$ cat src/rtl/permutation_result_collector.sv
// Folds the per-permutation result stream back into one summed record per bot
// and buffers finished records in a 4-entry show-ahead queue.
module permutation_result_collector #(
  parameter int RESULT_WIDTH     = 48,
  parameter int EXTRA_DATA_WIDTH = 12
) (
  input  logic                          clk,
  input  logic                          rst,
  input  logic                          resultValid,
  input  logic [2:0]                    resultPermutation,
  input  logic [RESULT_WIDTH-1:0]       result,
  input  logic                          lastInBurst,
  input  logic [EXTRA_DATA_WIDTH-1:0]   extraDataIn,
  output logic [2:0]                    queueFullness,
  output logic [RESULT_WIDTH+2:0]       sumOut,
  output logic [5:0]                    permutationsSeenOut,
  output logic [EXTRA_DATA_WIDTH-1:0]   extraDataOut,
  output logic                          outValid,
  input  logic                          outReady,
  output logic [2:0]                    errorFlags
);

  localparam int SW = RESULT_WIDTH + 3;

  typedef enum logic {S_IDLE, S_ACCUM} state_t;

  state_t                        r_state, w_state_next;
  logic [SW-1:0]                 r_acc;
  logic [5:0]                    r_seen;
  logic [EXTRA_DATA_WIDTH-1:0]   r_acc_extra;
  logic [2:0]                    r_error;

  logic [SW-1:0]                 r_sum_mem   [0:3];
  logic [5:0]                    r_seen_mem  [0:3];
  logic [EXTRA_DATA_WIDTH-1:0]   r_extra_mem [0:3];
  logic [1:0]                    r_wr_ptr, r_rd_ptr;
  logic [2:0]                    r_count;

  logic                          w_perm_ok, w_accept, w_in_burst;
  logic [5:0]                    w_onehot, w_seen;
  logic [SW-1:0]                 w_sum;
  logic [EXTRA_DATA_WIDTH-1:0]   w_extra;
  logic                          w_dup, w_mismatch;
  logic                          w_push_req, w_pop, w_full, w_push, w_overflow;

  assign w_perm_ok  = (resultPermutation < 3'd6);
  assign w_accept   = resultValid && w_perm_ok;
  assign w_in_burst = (r_state == S_ACCUM);
  assign w_onehot   = 6'b000001 << resultPermutation;

  // The record being formed this cycle; in IDLE it starts from the incoming result alone.
  assign w_sum   = (w_in_burst ? r_acc : '0) + {3'b000, result};
  assign w_seen  = (w_in_burst ? r_seen : 6'b0) | w_onehot;
  assign w_extra = w_in_burst ? r_acc_extra : extraDataIn;

  assign w_dup      = (resultValid && !w_perm_ok) ||
                      (w_accept && w_in_burst && ((r_seen & w_onehot) != 6'b0));
  assign w_mismatch = w_accept && w_in_burst && (extraDataIn != r_acc_extra);

  assign w_push_req = w_accept && lastInBurst;
  assign w_pop      = (r_count != 3'd0) && outReady;
  assign w_full     = (r_count == 3'd4);
  // A simultaneous pop frees the slot the push needs.
  assign w_push     = w_push_req && (!w_full || w_pop);
  assign w_overflow = w_push_req && w_full && !w_pop;

  always_ff @(posedge clk) begin
    if (!rst) r_state <= S_IDLE;
    else      r_state <= w_state_next;
  end

  always_comb begin
    w_state_next = r_state;
    if (w_accept) w_state_next = lastInBurst ? S_IDLE : S_ACCUM;
  end

  always_ff @(posedge clk) begin
    if (!rst) begin
      r_acc       <= '0;
      r_seen      <= '0;
      r_acc_extra <= '0;
      r_error     <= '0;
    end else begin
      if (w_accept) begin
        r_acc       <= w_sum;
        r_seen      <= w_seen;
        r_acc_extra <= w_extra;
      end
      r_error <= r_error | {w_overflow, w_mismatch, w_dup};
    end
  end

  always_ff @(posedge clk) begin
    if (w_push) begin
      r_sum_mem[r_wr_ptr]   <= w_sum;
      r_seen_mem[r_wr_ptr]  <= w_seen;
      r_extra_mem[r_wr_ptr] <= w_extra;
    end
  end

  always_ff @(posedge clk) begin
    if (!rst) begin
      r_wr_ptr <= '0;
      r_rd_ptr <= '0;
      r_count  <= '0;
    end else begin
      if (w_push) r_wr_ptr <= r_wr_ptr + 2'd1;
      if (w_pop)  r_rd_ptr <= r_rd_ptr + 2'd1;
      case ({w_push, w_pop})
        2'b10:   r_count <= r_count + 3'd1;
        2'b01:   r_count <= r_count - 3'd1;
        default: r_count <= r_count;
      endcase
    end
  end

  // Head outputs are forced to zero when the queue is empty so stale storage never leaks out.
  assign outValid            = (r_count != 3'd0);
  assign queueFullness       = r_count;
  assign sumOut              = outValid ? r_sum_mem[r_rd_ptr]   : '0;
  assign permutationsSeenOut = outValid ? r_seen_mem[r_rd_ptr]  : '0;
  assign extraDataOut        = outValid ? r_extra_mem[r_rd_ptr] : '0;
  assign errorFlags          = r_error;

endmodule

$ cat config.mk
export PLATFORM = sky130hd
export DESIGN_NAME = permutation_result_collector
export DESIGN_NICKNAME = d
export VERILOG_FILES = /design/src/rtl/permutation_result_collector.sv
export SDC_FILE = /design/constraint.sdc
export NUM_CORES = 1
export LEC_CHECK = 0
export BUFFER_PORTS_ARGS = -buffer_cell sky130_fd_sc_hd__buf_2
export CAP_MARGIN = 10
export CORE_UTILIZATION = 30
export DETAILED_ROUTE_END_ITERATION = 16
export GPL_TIMING_DRIVEN = 0
export HOLD_SLACK_MARGIN = 0.06
export PLACE_DENSITY_LB_ADDON = 0.1
export SYNTH_ARGS = -nofsm -noshare
export SYNTH_HDL_FRONTEND = slang
export SYNTH_SLANG_ARGS = --single-unit
export TNS_END_PERCENT = 30
$ cat constraint.sdc
create_clock -name clk -period 4.6 [get_ports clk]
set_input_delay 0.46 -clock clk [delete_from_list [all_inputs] [get_ports clk]]
set_output_delay 0.46 -clock clk [all_outputs]
set_load 0.02 [all_outputs]
-- Word-level counts from Yosys, hierarchy flattened
Memories as Yosys holds them, arrays and structs flattened. A register that Yosys moved wholly into a read port is not among the register bits.
Index checks and enable logic that the tools add are counted.
- reductions and logical operators: 18
- add/sub/neg operators: 5
- shift operators: 1
- eq/ne operators: 4
- bitwise operators: 3
- order comparisons: 1
- multiplexer cells: 16
- operators with widths (cell ; number):
    51-bit two-way mux ; 2
    51-bit by 48-bit adder with 51-bit output ; 1
    12-bit two-way mux ; 2
    2-bit two-way mux ; 6
    6-bit two-way mux ; 2
    12-bit inequality test ; 1
    1-bit logical AND ; 10
    6-bit AND ; 1
    6-bit OR ; 1
    3-bit one-hot mux with 2 select lines ; 1
    6-bit nonzero test ; 1
    1-bit by 3-bit << shifter with 6-bit output, first input constant ; 1
    2-bit by 1-bit adder with 2-bit output, second input constant ; 2
    3-bit by 1-bit adder with 3-bit output, second input constant ; 1
    3-bit equality test, second input constant ; 1
    1-bit logical NOT ; 3
    3-bit < comparator, second input constant ; 1
    1-bit two-way mux ; 3
    3-bit OR ; 1
    3-bit nonzero test ; 1
    3-bit by 1-bit subtractor with 3-bit output, second input constant ; 1
    2-bit by 1-bit equality test with 1-bit output, second input constant ; 1
    2-bit equality test, second input constant ; 1
    1-bit logical OR ; 2
    2-bit nonzero test ; 1
- logic and storage cells: 59
- memories: 3
- bits of input ports: 68
- bits in registers: 80
- bits in writable memories: 276
- output and inout bits: 76
- memories (name ; depth ; width ; rd ports ; clocked after memory_dff ; write ports ; line ; source):
    r_sum_mem ; 4 ; 51 ; 1 ; 1 ; 1 ; 33 ; logic [SW-1:0] r_sum_mem [0:3];
    r_extra_mem ; 4 ; 12 ; 1 ; 1 ; 1 ; 35 ; logic [EXTRA_DATA_WIDTH-1:0] r_extra_mem [0:3];
    r_seen_mem ; 4 ; 6 ; 1 ; 1 ; 1 ; 34 ; logic [5:0] r_seen_mem [0:3];

-- Depth between registers and ports, before layout
- depth after elaboration: 6
- gate-level depth with buffers: 17
- gate-level depth less buffers: 14

-- Worst setup path after synthesis
No wires, ideal clock.
- path type: flip-flop to flip-flop
- start: register r_state
- end: register r_acc[50]
- stages on the path, launching flop included: 18
- data arrival time: 3.891 ns
- clock period less this slack: 3.966 ns
- data required time: 4.526 ns
- setup slack: 0.634 ns
- setup time: 0.074 ns
- path buffers: 3
- path through: dfxtp_1 clkbuf_1 clkbuf_1 clkbuf_1 and2_1 ha_1 inv_1 fa_1 nor2b_1 o2111a_1 a2111o_1 nand2_1 o21ai_1 a21oi_1 o21ai_1 nand3_1 or4_1 a31oi_1
- word-level cells in the longest chain between the ends: 2
- RTL lines (item ; line ; source):
    start, declared ; 27 ; state_t r_state, w_state_next;
    start signal, assigned ; 69 ; else r_state <= w_state_next;
    51-bit two-way mux ; 52 ; assign w_sum = (w_in_burst ? r_acc : '0) + {3'b000, result};
    51-bit by 48-bit adder with 51-bit output ; 52 ;
    end signal, assigned ; 85 ; r_acc <= w_sum;
    end, declared ; 28 ; logic [SW-1:0] r_acc;
No other way between the ends.
A chain may end at the register's enable or synchronous reset.

-- Final worst setup path
Same ends and word-level chain as after synthesis.

==> results.tsv <==
stage	metric	value	unit
outcome	status	complete, no violations	
global_routing	grt total ovfl	0	
logic_synthesis	ys async rst share	0	
logic_synthesis	Main synth FF type	edfxtp_1	
floorplan	Die Wd	240	um
routing	via count	11000	
clock_tree	total CTS buffers	41	
clock_tree	clk_lat worst skew	590	ps
cells_and_area	Fillers	5500	
clock_tree	Reg clk slew, reported paths	60	ps
routing	Total Routed Length	46400	um
timing	Final Setup Violations	0	
timing	FMAX	228	MHz
global_routing	gr usage total	0.164	
global_routing	initial antenna violation count	3	
timing	fin crit share	0.953	
timing	minimum clock period	4380	ps
logic_synthesis	Yosys reg bits	358	
power	pwr dens	481	nW/um^2
timing	Slew Limit Fails	0	
logic_synthesis	most area-consuming cells after synthesis	edfxtp_1 49%, dfxtp_1 9.7%, mux4_2 9.1%	
cells_and_area	Design Area, Final	20200	um^2
logic_synthesis	Post-Synthesis Cells	1316	
routing	post-route ant nets	0	
clock_tree	H-tree Lvls	2	
routing	initial DRC count	611	
logic_synthesis	sequential area share after synthesis	0.584	
worst_setup_path	critical path data required time	5110	ps
clock_tree	clock tree buffer depth	3	
clock_tree	CTS Root Buffer Type	clkbuf_16	
logic_synthesis	top cell type's share of synthesized area	0.488	
global_routing	first-pass GRT wire length	70100	um
routing	via-per-instance ratio	4.82	
timing	clk_skew	29.6	ps
cells_and_area	synthesis-to-layout area growth	18.6	%
power	Peak supply drop	0.240	mV
place	DP Worst Slack	-1380	ps
timing	RSZ-0062 raised after global routing	true	
hold_path	Hold Path Class	in2reg	
cells_and_area	ANT cells	0	
routing	drt wl/cell	20.3	um
logic_synthesis	Cell Area, Synth	17000	um^2
timing	minimum hold slack	143	ps
worst_setup_path	CP arrival	4890	ps
timing	relative slew slack	0.326	
place	post-DP HPWL	32500	um
floorplan	Core Rows	86	
clock_tree	CTS tree	yes	
place	PortBufs	142	
cells_and_area	share of layout cells above drive strength 1	0.222	
power	post-layout power	9.70	mW
floorplan	total I/O pin count	144	
timing	Final Hold Vio Count	0	
floorplan	Starting Density	0.306	
logic_synthesis	number of enable flip-flop cells after synthesis	276	
routing	DR pass1 iterations	5	
global_routing	largest net degree at the start of global routing	51	
cells_and_area	Final Util	0.363	
routing	DRC viols	0	
timing	actual slew at the worst max-slew pin	1010	ps
floorplan	Core Area	55500	um^2
logic_synthesis	YS warnings	0	
place	GPL Wtd Cong	0.798	
worst_setup_path	CP startpoint kind	flop	
logic_synthesis	syn_area_per_cell	12.9	um^2
timing	final worst setup slack	216	ps
worst_setup_path	worst-path maximum fanout	10	
floorplan	die height	240	um
power	Pleak	7.42	nW
worst_setup_path	Setup crit end kind	flop	
clock_tree	Sink Count	358	
logic_synthesis	Synth area leader	edfxtp_1	
global_routing	vias in the first global route	11200	
floorplan	die area	57600	um^2
logic_synthesis	count of different cell masters after synthesis	74	
flow_run	Max-cap violations	0	
worst_setup_path	WS Path Type	reg2reg	
place	Area after DPL	18800	um^2
logic_synthesis	Synthesized Nets	1438	
cells_and_area	Final #Nets	1628	
clock_tree	hold buffers post-CTS	0	
## registers in the layout (all words and copies together), names as in the netlist, named ones only
| register | count |
|---|---|
| r_sum_mem | 204 |
| r_acc | 51 |
| r_extra_mem | 48 |
| r_seen_mem | 24 |
| r_acc_extra | 12 |
| r_seen | 6 |
| errorFlags | 3 |
| queueFullness | 3 |
| r_rd_ptr | 2 |
| r_wr_ptr | 2 |
| r_state | 1 |
## path summary, 6_finish.rpt
path	from	end	slack, ps	cells after the start
worst max-delay path	r_state	r_acc[50]	220	17
worst min-delay path	resultValid	errorFlags[0]	140	3
worst max register to register	r_state	r_acc[50]	220	17
worst min register to register	r_acc[41]	r_acc[41]	450	2
## where the power goes
group / internal [mW] / switching (mW) / total [mW]
sequential: 3.65 / 0.0543 / 3.70
combinational: 1.09 / 1.70 / 2.79
clock: 1.86 / 1.35 / 3.20
## final cells by class
class	instances	area (um^2)	area share
Sequential cell	358	9930	0.493
Multi-Input combinational cell	862	6660	0.331
Clock buffer	57	1100	0.0544
Tap cell	748	936	0.0464
Timing Repair Buffer	147	828	0.0411
Buffer	73	409	0.0203
Clock inverter	18	205	0.0102
Inverter	23	86.3	0.00428
## cells by family (layout without fill, tap and decap cells)
| family | after synthesis | count (layout) | share of synthesized area |
|---|---|---|---|
| simple gates | 411 | 411 | 0.120 |
| flops | 358 | 358 | 0.584 |
| compound gates | 243 | 243 | 0.0895 |
| buf+inv | 96 | 318 | 0.0276 |
| mux | 88 | 88 | 0.104 |
| xor+xnor | 66 | 66 | 0.0340 |
| fa+ha+maj | 54 | 54 | 0.0406 |
## cells in the mapped netlist (all sizes together) (3+ instances only)
| library cell | number |
|---|---|
| xor2 | 31 |
| mux2 | 13 |
| o21a | 5 |
| clkbuf | 61 |
| o2111ai | 3 |
| o211ai | 3 |
| buf | 11 |
| ha | 52 |
| and4 | 3 |
| nand4 | 9 |
| nor3 | 5 |
| a211oi | 8 |
| a21o | 27 |
| nor2 | 45 |
| nor2b | 3 |
| a21oi | 105 |
| or3 | 5 |
| inv | 22 |
| or4 | 4 |
| edfxtp | 276 |
| dfxtp | 82 |
| nor4 | 3 |
| o21bai | 6 |
| mux2i | 6 |
| o31ai | 4 |
| xnor2 | 35 |
| and3 | 11 |
| nand3 | 20 |
| mux4 | 69 |
| and2 | 125 |
| nand2 | 169 |
| o21ai | 35 |
| a31oi | 14 |
| a31o | 5 |
| or2 | 5 |
| a21boi | 3 |
## placed cells by master, fill, tap and decap left out, types with 7 or more instances in the layout
cell	instances
edfxtp_1	276
nand2_1	169
buf_2	142
and2_1	119
a21oi_1	104
dfxtp_1	82
mux4_2	69
clkbuf_1	59
ha_1	52
nor2_1	45
clkbuf_16	41
xnor2_1	33
xor2_1	31
o21ai_0	30
a21o_1	25
inv_1	22
nand3_1	19
mux2_2	13
a31oi_1	12
nand4_1	9
and3_1	9
clkbuf_2	8
clkbuf_8	7
clkinv_1	7
## per-layer routing
layer,track usage,part of all wire,vias to the layer above
met1,0.222,0.46,5464
met3,0.0328,0.050,53
li1,-,-,5275
met2,0.270,0.47,224
met4,0.0396,0.018,2
met5,0,0.00028,-
## per-stage QoR
stage	std cells	TNS (ps)
floorplan	1316	0
global placement	2206	-456610
detailed placement	2210	-86580
CTS	2285	0
global route	2286	-45.8
finish	2286	0
## critical path, cell delays in order, from the launching register on
cell      delay [ps]
dfxtp_1          340
clkbuf_4         260
buf_4            230
clkbuf_4         250
and2_1           150
ha_1             170
inv_1             60
fa_1             400
nor2b_1          190
o2111a_1         240
a2111o_1         150
nand2_1          140
o21ai_4          320
a21oi_2          190
o21ai_2          320
nand3_1          180
or4_1            500
a31oi_1          200
## timing repair
item,CTS,global route
endpoints found under the setup margin,170,53
resized for setup,17,16
setup buffers,0,1
pin swaps,1,1
No activity file was read; power rests on OpenSTA's default activity.
